**src/rtl/id_ex_stage_pkg.sv**
```systemverilog
// rtl/id_ex_stage_pkg.sv - shared widths, ALU opcodes and bubble values for the ID/EX stage
package id_ex_stage_pkg;
    localparam int DATA_W  = 16;
    localparam int RADDR_W = 4;

    typedef enum logic [2:0] {
        ALU_ADD = 3'b000,
        ALU_LHB = 3'b001,
        ALU_SUB = 3'b010,
        ALU_AND = 3'b011,
        ALU_NOR = 3'b100,
        ALU_SLL = 3'b101,
        ALU_SRL = 3'b110,
        ALU_SRA = 3'b111
    } alu_ctrl_e;

    localparam logic [DATA_W-1:0]  BUBBLE_DATA  = '0;
    localparam logic [2:0]         BUBBLE_CTRL  = ALU_ADD;
    localparam logic [3:0]         BUBBLE_SHAMT = '0;
    localparam logic [RADDR_W-1:0] BUBBLE_RD    = '0;

    // Only arithmetic ops produce meaningful overflow/negative results.
    function automatic logic sets_ov_ne(input logic [2:0] ctrl);
        return (ctrl == ALU_ADD) || (ctrl == ALU_SUB);
    endfunction
endpackage

```
**src/rtl/id_ex_stage_if.sv**
```systemverilog
// rtl/id_ex_stage_if.sv - ID-side instruction bundle in, EX-side operands/control out
interface id_ex_stage_if;
    import id_ex_stage_pkg::*;

    logic               id_valid;
    logic [DATA_W-1:0]  id_src0;
    logic [DATA_W-1:0]  id_src1;
    logic [RADDR_W-1:0] id_rs;
    logic [RADDR_W-1:0] id_rt;
    logic [2:0]         id_ctrl;
    logic [3:0]         id_shamt;
    logic               id_aluOp;
    logic               id_we;
    logic [RADDR_W-1:0] id_rd;

    logic               ex_valid;
    logic [DATA_W-1:0]  ex_src0;
    logic [DATA_W-1:0]  ex_src1;
    logic [2:0]         ex_ctrl;
    logic [3:0]         ex_shamt;
    logic               ex_aluOp;
    logic               ex_we;
    logic [RADDR_W-1:0] ex_rd;

    modport master (
        output id_valid, id_src0, id_src1, id_rs, id_rt, id_ctrl, id_shamt, id_aluOp, id_we, id_rd,
        input  ex_valid, ex_src0, ex_src1, ex_ctrl, ex_shamt, ex_aluOp, ex_we, ex_rd
    );

    modport slave (
        input  id_valid, id_src0, id_src1, id_rs, id_rt, id_ctrl, id_shamt, id_aluOp, id_we, id_rd,
        output ex_valid, ex_src0, ex_src1, ex_ctrl, ex_shamt, ex_aluOp, ex_we, ex_rd
    );
endinterface

```
**src/rtl/id_ex_stage_fwd_mux.sv**
```systemverilog
// rtl/id_ex_stage_fwd_mux.sv - per-operand RAW forwarding select, EX/MEM over MEM/WB, R0 never forwarded
module id_ex_stage_fwd_mux
    import id_ex_stage_pkg::*;
(
    input  logic [RADDR_W-1:0] addr,
    input  logic [DATA_W-1:0]  src,
    input  logic               exmem_we,
    input  logic [RADDR_W-1:0] exmem_rd,
    input  logic [DATA_W-1:0]  exmem_data,
    input  logic               memwb_we,
    input  logic [RADDR_W-1:0] memwb_rd,
    input  logic [DATA_W-1:0]  memwb_data,
    output logic [DATA_W-1:0]  data
);
    logic nonzero;
    assign nonzero = (addr != '0);

    always_comb begin
        data = src;
        if (nonzero && exmem_we && (exmem_rd == addr)) begin
            data = exmem_data;
        end else if (nonzero && memwb_we && (memwb_rd == addr)) begin
            data = memwb_data;
        end
    end
endmodule

```
**src/rtl/id_ex_stage.sv**
```systemverilog
// rtl/id_ex_stage.sv - ID/EX pipeline register with forwarding, stall/flush and the ov/zr/ne flag register
// Optional forwarding muxes enabled by defining ID_EX_FWD_EN.
module id_ex_stage
    import id_ex_stage_pkg::*;
(
    input  logic               clk,
    input  logic               rst,
    input  logic               stall,
    input  logic               flush,
    id_ex_stage_if.slave       pipe,
    input  logic               exmem_we,
    input  logic [RADDR_W-1:0] exmem_rd,
    input  logic [DATA_W-1:0]  exmem_data,
    input  logic               memwb_we,
    input  logic [RADDR_W-1:0] memwb_rd,
    input  logic [DATA_W-1:0]  memwb_data,
    input  logic               alu_ov,
    input  logic               alu_zr,
    input  logic               alu_ne,
    output logic               flag_ov,
    output logic               flag_zr,
    output logic               flag_ne
);
    logic [DATA_W-1:0] op0;
    logic [DATA_W-1:0] op1;

`ifdef ID_EX_FWD_EN
    id_ex_stage_fwd_mux u_fwd0 (
        .addr(pipe.id_rs), .src(pipe.id_src0),
        .exmem_we(exmem_we), .exmem_rd(exmem_rd), .exmem_data(exmem_data),
        .memwb_we(memwb_we), .memwb_rd(memwb_rd), .memwb_data(memwb_data),
        .data(op0)
    );
    id_ex_stage_fwd_mux u_fwd1 (
        .addr(pipe.id_rt), .src(pipe.id_src1),
        .exmem_we(exmem_we), .exmem_rd(exmem_rd), .exmem_data(exmem_data),
        .memwb_we(memwb_we), .memwb_rd(memwb_rd), .memwb_data(memwb_data),
        .data(op1)
    );
`else
    // Without forwarding the hazard unit stalls, so producer ports are only sunk.
    assign op0 = pipe.id_src0;
    assign op1 = pipe.id_src1;
    wire unused_fwd = &{1'b0, exmem_we, exmem_rd, exmem_data, memwb_we, memwb_rd,
                        memwb_data, pipe.id_rs, pipe.id_rt};
`endif

    always_ff @(posedge clk or posedge rst) begin
        if (rst) begin
            pipe.ex_valid <= 1'b0;
            pipe.ex_src0  <= BUBBLE_DATA;
            pipe.ex_src1  <= BUBBLE_DATA;
            pipe.ex_ctrl  <= BUBBLE_CTRL;
            pipe.ex_shamt <= BUBBLE_SHAMT;
            pipe.ex_aluOp <= 1'b0;
            pipe.ex_we    <= 1'b0;
            pipe.ex_rd    <= BUBBLE_RD;
            flag_ov       <= 1'b0;
            flag_zr       <= 1'b0;
            flag_ne       <= 1'b0;
        end else begin
            if (flush) begin
                pipe.ex_valid <= 1'b0;
                pipe.ex_src0  <= BUBBLE_DATA;
                pipe.ex_src1  <= BUBBLE_DATA;
                pipe.ex_ctrl  <= BUBBLE_CTRL;
                pipe.ex_shamt <= BUBBLE_SHAMT;
                pipe.ex_aluOp <= 1'b0;
                pipe.ex_we    <= 1'b0;
                pipe.ex_rd    <= BUBBLE_RD;
            end else if (!stall) begin
                pipe.ex_valid <= pipe.id_valid;
                pipe.ex_src0  <= op0;
                pipe.ex_src1  <= op1;
                pipe.ex_ctrl  <= pipe.id_ctrl;
                pipe.ex_shamt <= pipe.id_shamt;
                pipe.ex_aluOp <= pipe.id_aluOp & pipe.id_valid;
                pipe.ex_we    <= pipe.id_we & pipe.id_valid;
                pipe.ex_rd    <= pipe.id_rd;
            end

            // A flush squashes ID only; the instruction already in EX still retires its flags.
            if (pipe.ex_valid && !stall) begin
                if (pipe.ex_aluOp) begin
                    flag_zr <= alu_zr;
                end
                if (sets_ov_ne(pipe.ex_ctrl)) begin
                    flag_ov <= alu_ov;
                    flag_ne <= alu_ne;
                end
            end
        end
    end
endmodule

```
**src/flat_wrapper.sv**
```systemverilog
// flat-port wrapper written by rule: the top's interface ports become plain ports
module id_ex_stage_flat import id_ex_stage_pkg::*;
  (clk, rst, stall, flush, exmem_we, exmem_rd, exmem_data, memwb_we, memwb_rd, memwb_data, alu_ov, alu_zr, alu_ne, flag_ov, flag_zr, flag_ne, pipe_id_valid, pipe_id_src0, pipe_id_src1, pipe_id_rs, pipe_id_rt, pipe_id_ctrl, pipe_id_shamt, pipe_id_aluOp, pipe_id_we, pipe_id_rd, pipe_ex_valid, pipe_ex_src0, pipe_ex_src1, pipe_ex_ctrl, pipe_ex_shamt, pipe_ex_aluOp, pipe_ex_we, pipe_ex_rd);
  id_ex_stage_if pipe_i ();
  input  logic clk;
  input  logic rst;
  input  logic stall;
  input  logic flush;
  input  logic exmem_we;
  input  logic [RADDR_W-1:0] exmem_rd;
  input  logic [DATA_W-1:0] exmem_data;
  input  logic memwb_we;
  input  logic [RADDR_W-1:0] memwb_rd;
  input  logic [DATA_W-1:0] memwb_data;
  input  logic alu_ov;
  input  logic alu_zr;
  input  logic alu_ne;
  output logic flag_ov;
  output logic flag_zr;
  output logic flag_ne;
  input wire logic [$bits(pipe_i.id_valid)-1:0] pipe_id_valid;
  input wire logic [$bits(pipe_i.id_src0)-1:0] pipe_id_src0;
  input wire logic [$bits(pipe_i.id_src1)-1:0] pipe_id_src1;
  input wire logic [$bits(pipe_i.id_rs)-1:0] pipe_id_rs;
  input wire logic [$bits(pipe_i.id_rt)-1:0] pipe_id_rt;
  input wire logic [$bits(pipe_i.id_ctrl)-1:0] pipe_id_ctrl;
  input wire logic [$bits(pipe_i.id_shamt)-1:0] pipe_id_shamt;
  input wire logic [$bits(pipe_i.id_aluOp)-1:0] pipe_id_aluOp;
  input wire logic [$bits(pipe_i.id_we)-1:0] pipe_id_we;
  input wire logic [$bits(pipe_i.id_rd)-1:0] pipe_id_rd;
  output wire logic [$bits(pipe_i.ex_valid)-1:0] pipe_ex_valid;
  output wire logic [$bits(pipe_i.ex_src0)-1:0] pipe_ex_src0;
  output wire logic [$bits(pipe_i.ex_src1)-1:0] pipe_ex_src1;
  output wire logic [$bits(pipe_i.ex_ctrl)-1:0] pipe_ex_ctrl;
  output wire logic [$bits(pipe_i.ex_shamt)-1:0] pipe_ex_shamt;
  output wire logic [$bits(pipe_i.ex_aluOp)-1:0] pipe_ex_aluOp;
  output wire logic [$bits(pipe_i.ex_we)-1:0] pipe_ex_we;
  output wire logic [$bits(pipe_i.ex_rd)-1:0] pipe_ex_rd;
  assign pipe_i.id_valid = pipe_id_valid;
  assign pipe_i.id_src0 = pipe_id_src0;
  assign pipe_i.id_src1 = pipe_id_src1;
  assign pipe_i.id_rs = pipe_id_rs;
  assign pipe_i.id_rt = pipe_id_rt;
  assign pipe_i.id_ctrl = pipe_id_ctrl;
  assign pipe_i.id_shamt = pipe_id_shamt;
  assign pipe_i.id_aluOp = pipe_id_aluOp;
  assign pipe_i.id_we = pipe_id_we;
  assign pipe_i.id_rd = pipe_id_rd;
  assign pipe_ex_valid = pipe_i.ex_valid;
  assign pipe_ex_src0 = pipe_i.ex_src0;
  assign pipe_ex_src1 = pipe_i.ex_src1;
  assign pipe_ex_ctrl = pipe_i.ex_ctrl;
  assign pipe_ex_shamt = pipe_i.ex_shamt;
  assign pipe_ex_aluOp = pipe_i.ex_aluOp;
  assign pipe_ex_we = pipe_i.ex_we;
  assign pipe_ex_rd = pipe_i.ex_rd;
  id_ex_stage u_core (.clk(clk), .rst(rst), .stall(stall), .flush(flush), .pipe(pipe_i), .exmem_we(exmem_we), .exmem_rd(exmem_rd), .exmem_data(exmem_data), .memwb_we(memwb_we), .memwb_rd(memwb_rd), .memwb_data(memwb_data), .alu_ov(alu_ov), .alu_zr(alu_zr), .alu_ne(alu_ne), .flag_ov(flag_ov), .flag_zr(flag_zr), .flag_ne(flag_ne));
endmodule
```
**config.mk**
```make
export PLATFORM = sky130hd
export DESIGN_NAME = id_ex_stage_flat
export DESIGN_NICKNAME = d
export VERILOG_FILES = /design/src/rtl/id_ex_stage_pkg.sv /design/src/rtl/id_ex_stage_if.sv /design/src/rtl/id_ex_stage_fwd_mux.sv /design/src/rtl/id_ex_stage.sv /design/src/flat_wrapper.sv
export SDC_FILE = /design/constraint.sdc
export NUM_CORES = 1
export LEC_CHECK = 0
export CAP_MARGIN = 20
export CORE_UTILIZATION = 34
export CTS_CLUSTER_SIZE = 8
export DETAILED_ROUTE_END_ITERATION = 7
export PLACE_DENSITY = 0.8
export SYNTH_ARGS = -nofsm -noshare
export SYNTH_HDL_FRONTEND = slang
export SYNTH_SLANG_ARGS = --single-unit
```
**constraint.sdc**
```tcl
create_clock -name clk -period 1.8 [get_ports clk]
set_input_delay 0.36 -clock clk [delete_from_list [all_inputs] [get_ports clk]]
set_output_delay 0.36 -clock clk [all_outputs]
set_load 0.005 [all_outputs]
```
==> impl_metrics.csv, run 1 <==
group,metric,value,unit
run_status,status,"finished clean",
detailed_routing,dr.pass1.iters,6,
logic_synthesis,synth_top_area_share,60.1,%
worst_setup_path,path_delay_family,"buffers and inverters",
worst_setup_path,path_class,"reg -> out",
finish,nets,365,
placed_design,dp_hpwl,3300,um
logic_synthesis,yosys_warnings,0,
logic_synthesis,synthCells,160,
power_and_ir_drop,swShare,23.2,%
timing,clock_skew,0.00453,ns
logic_synthesis,synth_area,0.00204,mm2
worst_setup_path,reg2reg_setup_slack,0.56,ns
worst_setup_path,cp_slowest_cell,"clkdlybuf4s50_1",
power_and_ir_drop,powerDensity,744,mW/mm2
power_and_ir_drop,clock_power_share,29.4,%
clock_tree,cts-root-buf,"clkbuf_8",
finish,drive_gt1_share,6.84,%
clock_tree,htreeDepth,2,
finish,n_fill_cell,516,
worst_setup_path,cp.required,1.44,ns
die,dieHeight,79.5,um
flow_run,cap_violations,0,
placed_design,portBuffers,101,
clock_tree,postCtsHoldBufs,0,
clock_tree,clock_sinks,49,
power_and_ir_drop,p_int,1820,uW
power_and_ir_drop,pwr-share-comb,19.2,%
placed_design,place_area,0.00307,mm2
die,rows,27,
power_and_ir_drop,p_seq_share,51.4,%
detailed_routing,wl,4560,um
worst_setup_path,end_kind,"primary output",
clock_tree,cts_tree,"yes",
timing,rsz0062_at_grt,"no",
worst_setup_path,critPathBufInv,1,
logic_synthesis,ys_types,16,
grt,grt-ovfl-total,0,
finish,multi_input_area,703,um2
detailed_routing,drc,0,
clock_tree,cts_buffers,5,
detailed_routing,initialDrtViolationCount,60,
power_and_ir_drop,p_leak,0.00148,uW
worst_hold_path,hold_class,"in -> async",
grt,grt_usage,15.5,%
timing,setup_tns,0,ns
worst_setup_path,worstPathCellList,"clkdlybuf4s50_1",
power_and_ir_drop,power.switching,547,uW
die,start_util,36.1,%
clock_tree,cts_setup_buffers,0,
clock_tree,path_clk_slew,0.09,ns
die,pin_count,152,
clock_tree,cts_resized,0,
logic_synthesis,ys_seq_area_share,60.1,%
grt,grt_start_max_net_pins,47,
power_and_ir_drop,p_total,2360,uW
worst_setup_path,slowest_delay,0.55,ns
timing,period_needed,1.63,ns
timing,hold_viol_final,0,
detailed_routing,detail_route.wl_per_cell,13.6,um
timing,finalSetupViolations,0,
logic_synthesis,synthTopCellsByArea,"dfrtp_1 (60%), mux2i_1 (22%), nor2_1 (8.1%)",
worst_setup_path,crit_fanout,3,
placed_design,place_ws,0.327,ns
die,die_w,79.5,um
grt,grt_pass1_wl,7570,um
finish,design_area,0.00318,mm2
power_and_ir_drop,irDropWorstVdd,0.344,mV
worst_setup_path,arrival,1.27,ns
timing,finalMaxSlewViolations,0,
clock_tree,clockBufferDepth,2,
finish,seqCellArea,0.00123,mm2
grt,grt_pass1_vias,1631,
placed_design,routabilityCongestion,0.659,
worst_setup_path,startpoint_type,"flop",
logic_synthesis,avgSynthCellArea,12.7,um2
logic_synthesis,yosysTopAreaCell,"dfrtp_1",
finish,antenna_cells,0,
die,die_area,0.00631,mm2
detailed_routing,vias,1554,
clock_tree,clk_latency,0.29,ns
die,fp.coreArea,0.00564,mm2
finish,syn_to_final_growth,55.7,%
timing,worst_slack,0.169,ns
timing,fmaxAchievable,613,MHz
timing,max-slew-margin-rel,69.6,%
logic_synthesis,synth_fp_nets,263,
grt,antenna_found_initial,0,
detailed_routing,drtAntennaViolNets,0,
detailed_routing,viasPerCell,4.64,
timing,worst_slew_pin_slew,0.456,ns
logic_synthesis,ys_ff_latch,49,
timing,period_share,90.6,%
==> power groups by stage <==
stage	Combinational, uW	Clock, uW	Sequential [uW]
after CTS	462	719	1220
after global routing	495	768	1220
after global placement	452	0	1230
after detailed placement	460	0	1240
after floorplan	170	0	1240
final	453	696	1210
==> state kept, by name, indices dropped and copies added (netlist names) <==
signal / flops
u_core.pipe.ex_src0: 16
u_core.pipe.ex_we: 1
u_core.pipe.ex_src1: 16
u_core.pipe.ex_aluOp: 1
u_core.flag_ne: 1
u_core.flag_ov: 1
u_core.pipe.ex_shamt: 4
u_core.flag_zr: 1
u_core.pipe.ex_valid: 1
u_core.pipe.ex_ctrl: 3
u_core.pipe.ex_rd: 4
==> layout by cell type, fill, tap and decap left out <==
cell type	n
a21oi_1	2
buf_12	1
buf_2	2
buf_4	4
clkbuf_8	7
clkdlybuf4s50_1	99
clkinv_2	1
dfrtp_1	49
inv_2	1
mux2_1	2
mux2_2	1
mux2i_1	44
nand2_1	2
nand3b_1	3
nor2_1	44
nor4b_4	1
==> worst paths after layout <==
path	from	end	cells past startpoint
min in group clk	stall	u_core.pipe.ex_aluOp	3
hold reg to reg	u_core.flag_ov	u_core.flag_ov	1
hold / removal	rst	u_core.pipe.ex_src0[14]	2
max in group asynchronous	rst	u_core.pipe.ex_rd[2]	3
setup / recovery	u_core.pipe.ex_ctrl[0]	pipe_ex_ctrl[0]	1
setup reg to reg	u_core.pipe.ex_ctrl[2]	u_core.flag_ne	2
==> final cells by class <==
class / count / area share [%]
sequential: 49 / 38.6
clock inverter: 1 / 0.158
multi-input combinational: 99 / 22.1
clock buffer: 7 / 3.03
tap: 72 / 2.84
timing repair buffer: 106 / 33.1
inverter: 1 / 0.118
==> per-stage QoR <==
| stage | hold WS [ns] | std cells | util [%] |
|---|---|---|---|
| floorplan | 0.483 | 160 | - |
| finish | 0.390 | 335 | 56.3 |
| CTS | 0.398 | 335 | 56.3 |
| global route | 0.406 | 335 | 56.3 |
| global placement | 0.469 | 327 | 54.5 |
| detailed placement | 0.480 | 327 | 54.5 |
==> Yosys cell counts (all sizes together) <==
library cell / instances
a21oi: 2
buf: 9
clkbuf: 2
dfrtp: 49
inv: 1
mux2: 3
mux2i: 44
nand2: 2
nand3b: 3
nor2: 44
nor4b: 1
==> routing by layer <==
metal	up-vias	wire [um]	track usage [%]
met5	-	0	0
met4	0	36	3.27
met3	5	379	5.03
met2	68	2190	26.1
met1	752	1950	19.5
li1	729	-	-
==> cell families after synthesis <==
| family | synth area share [%] |
|---|---|
| AOI/OAI and AO/OA | 0.491 |
| buffers and inverters | 5.40 |
| DFF | 60.1 |
| muxes | 23.3 |
| and+or+nand+nor | 10.7 |
Power figures use the tool's default switching activity.
==> inputs of run 2 (changes only) <==
CORE_UTILIZATION = 35   (was 34)
CTS_BUF_LIST = sky130_fd_sc_hd__clkbuf_4 sky130_fd_sc_hd__clkbuf_8   (was default)
PLACE_DENSITY = 0.82   (was 0.8)
==> run 2 against run 1 <==
Effect of this change:
- first-iteration DRC count increased by 6.7%
- largest power group unchanged
- die area decreased by 2.8%
- count of clock-buffer cells in the layout unchanged
- design area down 0.20%
- critical path depth did not move
- power decreased by 2.6%
- clock power shrank 8.5%
- register-to-register slack hardly changed
- highest routed layer unchanged
- via count fell by 1.2%
- sequential power barely moved
- flip-flop and latch count stayed put
==> impl_metrics.csv, run 2 (synthesis gave the netlist of run 1 again) <==
group,metric,value,unit
power_and_ir_drop,irDropWorstVdd,0.389,mV
clock_tree,cts-root-buf,"clkbuf_8",
detailed_routing,drtAntennaViolNets,0,
timing,worst_slew_pin_slew,0.457,ns
finish,layout.cells.non_filler,333,
clock_tree,path_clk_slew,0.08,ns
clock_tree,postCtsHoldBufs,0,
timing,setup_tns,0,ns
detailed_routing,drc,0,
worst_setup_path,cp_slowest_cell,"clkdlybuf4s50_1",
placed_design,portBuffers,101,
die,start_util,36.6,%
worst_setup_path,crit_fanout,3,
grt,grt_start_max_net_pins,50,
worst_setup_path,reg2reg_depth,2,
worst_setup_path,arrival,1.26,ns
detailed_routing,viasPerCell,4.61,
finish,final_cell_mix,"clkdlybuf4s50_1 (99), dfrtp_1 (49), mux2i_1 (44), nor2_1 (44), clkbuf_8 (6)",
finish,reg_top3,"u_core.pipe.ex_src0 x16, u_core.pipe.ex_src1 x16",
placed_design,routabilityCongestion,0.671,
worst_setup_path,startpoint_type,"flop",
finish,final_util,56.9,%
worst_setup_path,worstPathCellList,"clkdlybuf4s50_1",
timing,period_share,90.3,%
placed_design,place_ws,0.373,ns
clock_tree,clockBufferDepth,2,
worst_hold_path,hold_class,"in -> async",
finish,antenna_cells,0,
grt,grt_pass1_vias,1581,
clock_tree,cts_setup_buffers,0,
timing,rsz0062_at_grt,"no",
finish,nets,364,
timing,hold_viol_final,0,
placed_design,placed_cells,326,
worst_setup_path,critPathBufInv,1,
worst_setup_path,end_kind,"primary output",
timing,fmaxAchievable,616,MHz
clock_tree,htreeDepth,2,
finish,design_area,0.00317,mm2
timing,finalSetupViolations,0,
timing,max-slew-margin-rel,69.5,%
placed_design,dp_hpwl,3100,um
grt,grt_usage,15.4,%
die,dieHeight,78.3,um
worst_setup_path,cp_num_cells,1,
timing,worst_slack,0.175,ns
clock_tree,cts_buffers,5,
power_and_ir_drop,p_leak,0.00147,uW
timing,clock_skew,0.00420,ns
worst_setup_path,path_delay_family,"buffers and inverters",
finish,drive_gt1_share,6.13,%
finish,final_common_cell,"clkdlybuf4s50_1",
die,rows,27,
finish,syn_to_final_growth,55.4,%
clock_tree,cts_tree,"yes",
worst_setup_path,slowest_delay,0.55,ns
flow_run,cap_violations,0,
die,die_area,0.00614,mm2
detailed_routing,initialDrtViolationCount,64,
die,pin_count,152,
placed_design,place_area,0.00308,mm2
die,die_w,78.3,um
clock_tree,clk_latency,0.29,ns
detailed_routing,detail_route.wl_per_cell,13.1,um
worst_setup_path,cp.required,1.44,ns
timing,finalMaxSlewViolations,0,
clock_tree,cts_resized,0,
grt,grt_pass1_wl,7290,um
power_and_ir_drop,powerDensity,726,mW/mm2
detailed_routing,vias,1535,
grt,grt-ovfl-total,0,
detailed_routing,wl,4360,um
grt,antenna_found_initial,0,
die,fp.coreArea,0.00557,mm2
timing,period_needed,1.62,ns
clock_tree,clock_sinks,49,
run_status,status,"finished clean",
worst_setup_path,path_class,"reg -> out",
detailed_routing,dr.pass1.iters,4,
## run 2: changes by cell type in the layout (fill, tap and decap cells not counted)
| cell | delta |
|---|---|
| clkbuf_4 | +1 |
| buf_12 | +1 |
| clkinv_2 | -1 |
| buf_4 | -2 |
| clkbuf_8 | -1 |
## run 2: power by group
part           switching (uW)  internal (uW)  total [uW]
Combinational             153            297         450
Sequential               41.1           1170        1210
Clock                     317            320         637
## run 2: final cells by class
class                           count  area, um2
Sequential cell                    49       1230
Inverter                            1       3.75
Clock buffer                        7       90.1
Tap cell                           72       90.1
Multi-Input combinational cell     99        703
Timing Repair Buffer              105       1060
Fill cell                         513       2400
## run 2: worst register-to-register path: stages, from the launching register on
cell and delay (ns):
dfrtp_1 0.44, nor4b_4 0.34, mux2_1 0.34
## run 2: metrics by stage
stage	hold WS, ns	total power (uW)
after floorplan	0.483	1410
after global placement	0.476	1680
after detailed placement	0.474	1690
after CTS	0.432	2350
after global routing	0.446	2440
final	0.428	2300
## run 2: routing by layer
layer  part of all wire (%)  GRT usage (%)  wire length [um]
met3                    5.4           4.42               234
met2                     52           27.7              2260
met5                      0              0                 0
met1                     42           17.7              1850
met4                   0.34           3.89                15
## run 2: final timing paths
kind | from | endpoint | slack [ns]
max | u_core.pipe.ex_ctrl[2] | pipe_ex_ctrl[2] | 0.18
min | rst | u_core.pipe.ex_ctrl[1] | 0.43
max reg2reg | u_core.pipe.ex_ctrl[2] | u_core.flag_ov | 0.57
min reg2reg | u_core.flag_ne | u_core.flag_ne | 0.49
max in group asynchronous | rst | u_core.pipe.ex_src1[1] | 1.15
min in group clk | u_core.flag_ne | u_core.flag_ne | 0.49
==> inputs of run 3 (changes only) <==
CORE_ASPECT_RATIO = 1.5   (was default)
SKIP_LAST_GASP = 1   (was default)
==> run 3 against run 2 <==
Effect of this change:
- maximum frequency increased by 0.48%
- design area about the same
- final cell count decreased by 0.30%
- count of clock-buffer cells in the layout is the same
- largest cell class unchanged
- core utilization grew 0.38 points
- non-clock buffer count increased by 1
- highest routed layer unchanged
==> impl_metrics.csv, run 3 (synthesis gave the netlist of run 1 again) <==
group,metric,value,unit
grt,grt_usage,15.2,%
placed_design,routabilityCongestion,0.663,
clock_tree,path_clk_slew,0.08,ns
detailed_routing,vias,1509,
worst_setup_path,path_delay_family,"buffers and inverters",
grt,grt-ovfl-total,0,
power_and_ir_drop,p_leak,0.00147,uW
timing,clock_skew,0.00245,ns
finish,final_cell_mix,"clkdlybuf4s50_1 (100), dfrtp_1 (49), mux2i_1 (44), nor2_1 (44), clkbuf_8 (6)",
worst_setup_path,cp_slowest_cell,"clkdlybuf4s50_1",
finish,final_util,57.2,%
flow_run,cap_violations,0,
detailed_routing,initialDrtViolationCount,41,
grt,grt_pass1_wl,7080,um
grt,grt_start_max_net_pins,47,
worst_setup_path,path_class,"reg -> out",
clock_tree,cts_tree,"yes",
clock_tree,htreeDepth,2,
timing,fmaxAchievable,618,MHz
worst_setup_path,critPathBufInv,1,
worst_setup_path,cp.required,1.44,ns
timing,rsz0062_at_grt,"no",
finish,seqCellArea,0.00123,mm2
timing,finalSetupViolations,0,
finish,multi_input_area,703,um2
die,pin_count,152,
grt,grt_pass1_vias,1546,
clock_tree,cts_resized,0,
timing,period_share,89.8,%
finish,antenna_cells,0,
die,die_area,0.00614,mm2
worst_setup_path,arrival,1.26,ns
timing,hold_viol_final,0,
detailed_routing,drc,0,
clock_tree,cts_buffers,5,
detailed_routing,viasPerCell,4.55,
clock_tree,clock_sinks,49,
power_and_ir_drop,irDropWorstVdd,0.547,mV
timing,max-slew-margin-rel,70.1,%
die,die_w,64.3,um
clock_tree,cts_setup_buffers,0,
grt,antenna_found_initial,0,
timing,period_needed,1.62,ns
finish,final_common_cell,"clkdlybuf4s50_1",
clock_tree,clk_latency,0.29,ns
run_status,status,"finished clean",
die,start_util,36.9,%
detailed_routing,wl,4430,um
timing,worst_slew_pin_slew,0.448,ns
finish,reg_top3,"u_core.pipe.ex_src0 x16, u_core.pipe.ex_src1 x16",
clock_tree,clockBufferDepth,2,
power_and_ir_drop,powerDensity,728,mW/mm2
timing,setup_tns,0,ns
die,rows,33,
power_and_ir_drop,p_total,2310,uW
detailed_routing,drtAntennaViolNets,0,
placed_design,portBuffers,101,
detailed_routing,dr.pass1.iters,4,
clock_tree,postCtsHoldBufs,0,
die,dieHeight,95.5,um
clock_tree,cts-root-buf,"clkbuf_8",
timing,finalMaxSlewViolations,0,
die,fp.coreArea,0.00553,mm2
detailed_routing,detail_route.wl_per_cell,13.3,um
worst_setup_path,worstPathCellList,"clkdlybuf4s50_1",
worst_setup_path,end_kind,"primary output",
worst_setup_path,crit_fanout,3,
worst_setup_path,startpoint_type,"flop",
finish,nets,365,
worst_setup_path,reg2reg_depth,2,
finish,drive_gt1_share,6.11,%
worst_hold_path,hold_class,"in -> async",
worst_setup_path,cp_num_cells,1,
finish,n_fill_cell,511,
finish,syn_to_final_growth,55.3,%
placed_design,dp_hpwl,3140,um
timing,holdWs,0.430,ns
worst_setup_path,slowest_delay,0.54,ns
[run 3: metrics by stage]
stage	instance area (um2)	setup slack (ns)	std cells
2_1_floorplan	2040	0.267	160
3_3_place_gp	3080	0.466	325
3_5_place_dp	3080	0.423	325
4_1_cts	3170	0.161	332
5_1_grt	3170	0.141	332
6_report	3170	0.183	332
[run 3: layout make-up]
| cell class | count | area share (%) |
|---|---|---|
| clock buffers | 7 | 2.84 |
| inverters | 1 | 0.119 |
| repair buffers | 106 | 33.3 |
| well taps | 70 | 2.77 |
| multi-input cells | 99 | 22.2 |
| flip-flops and latches | 49 | 38.7 |
[run 3: worst paths after layout]
path                                   startpoint                      end  slack (ns)
min                                           rst  u_core.pipe.ex_src0[10]        0.43
max in group asynchronous                     rst     u_core.pipe.ex_aluOp        1.11
min in group clk                            stall           u_core.flag_ov        0.49
max reg2reg                u_core.pipe.ex_ctrl[2]           u_core.flag_ne        0.58
min reg2reg                        u_core.flag_ov           u_core.flag_ov        0.49
max                        u_core.pipe.ex_ctrl[2]          pipe_ex_ctrl[2]        0.18
[run 3: report_power, final]
group          switching (uW)  total [uW]  internal (uW)
sequential               39.9        1210           1170
clock                     322         642            320
combinational             154         451            297
[run 3: layer usage]
layer	track usage, %	share of wire, %	vias to the layer above
met2	27.4	50	67
met1	17.1	42	704
li1	-	-	732
met5	0	0	-
met4	6.11	1.8	0
met3	3.71	6.0	6
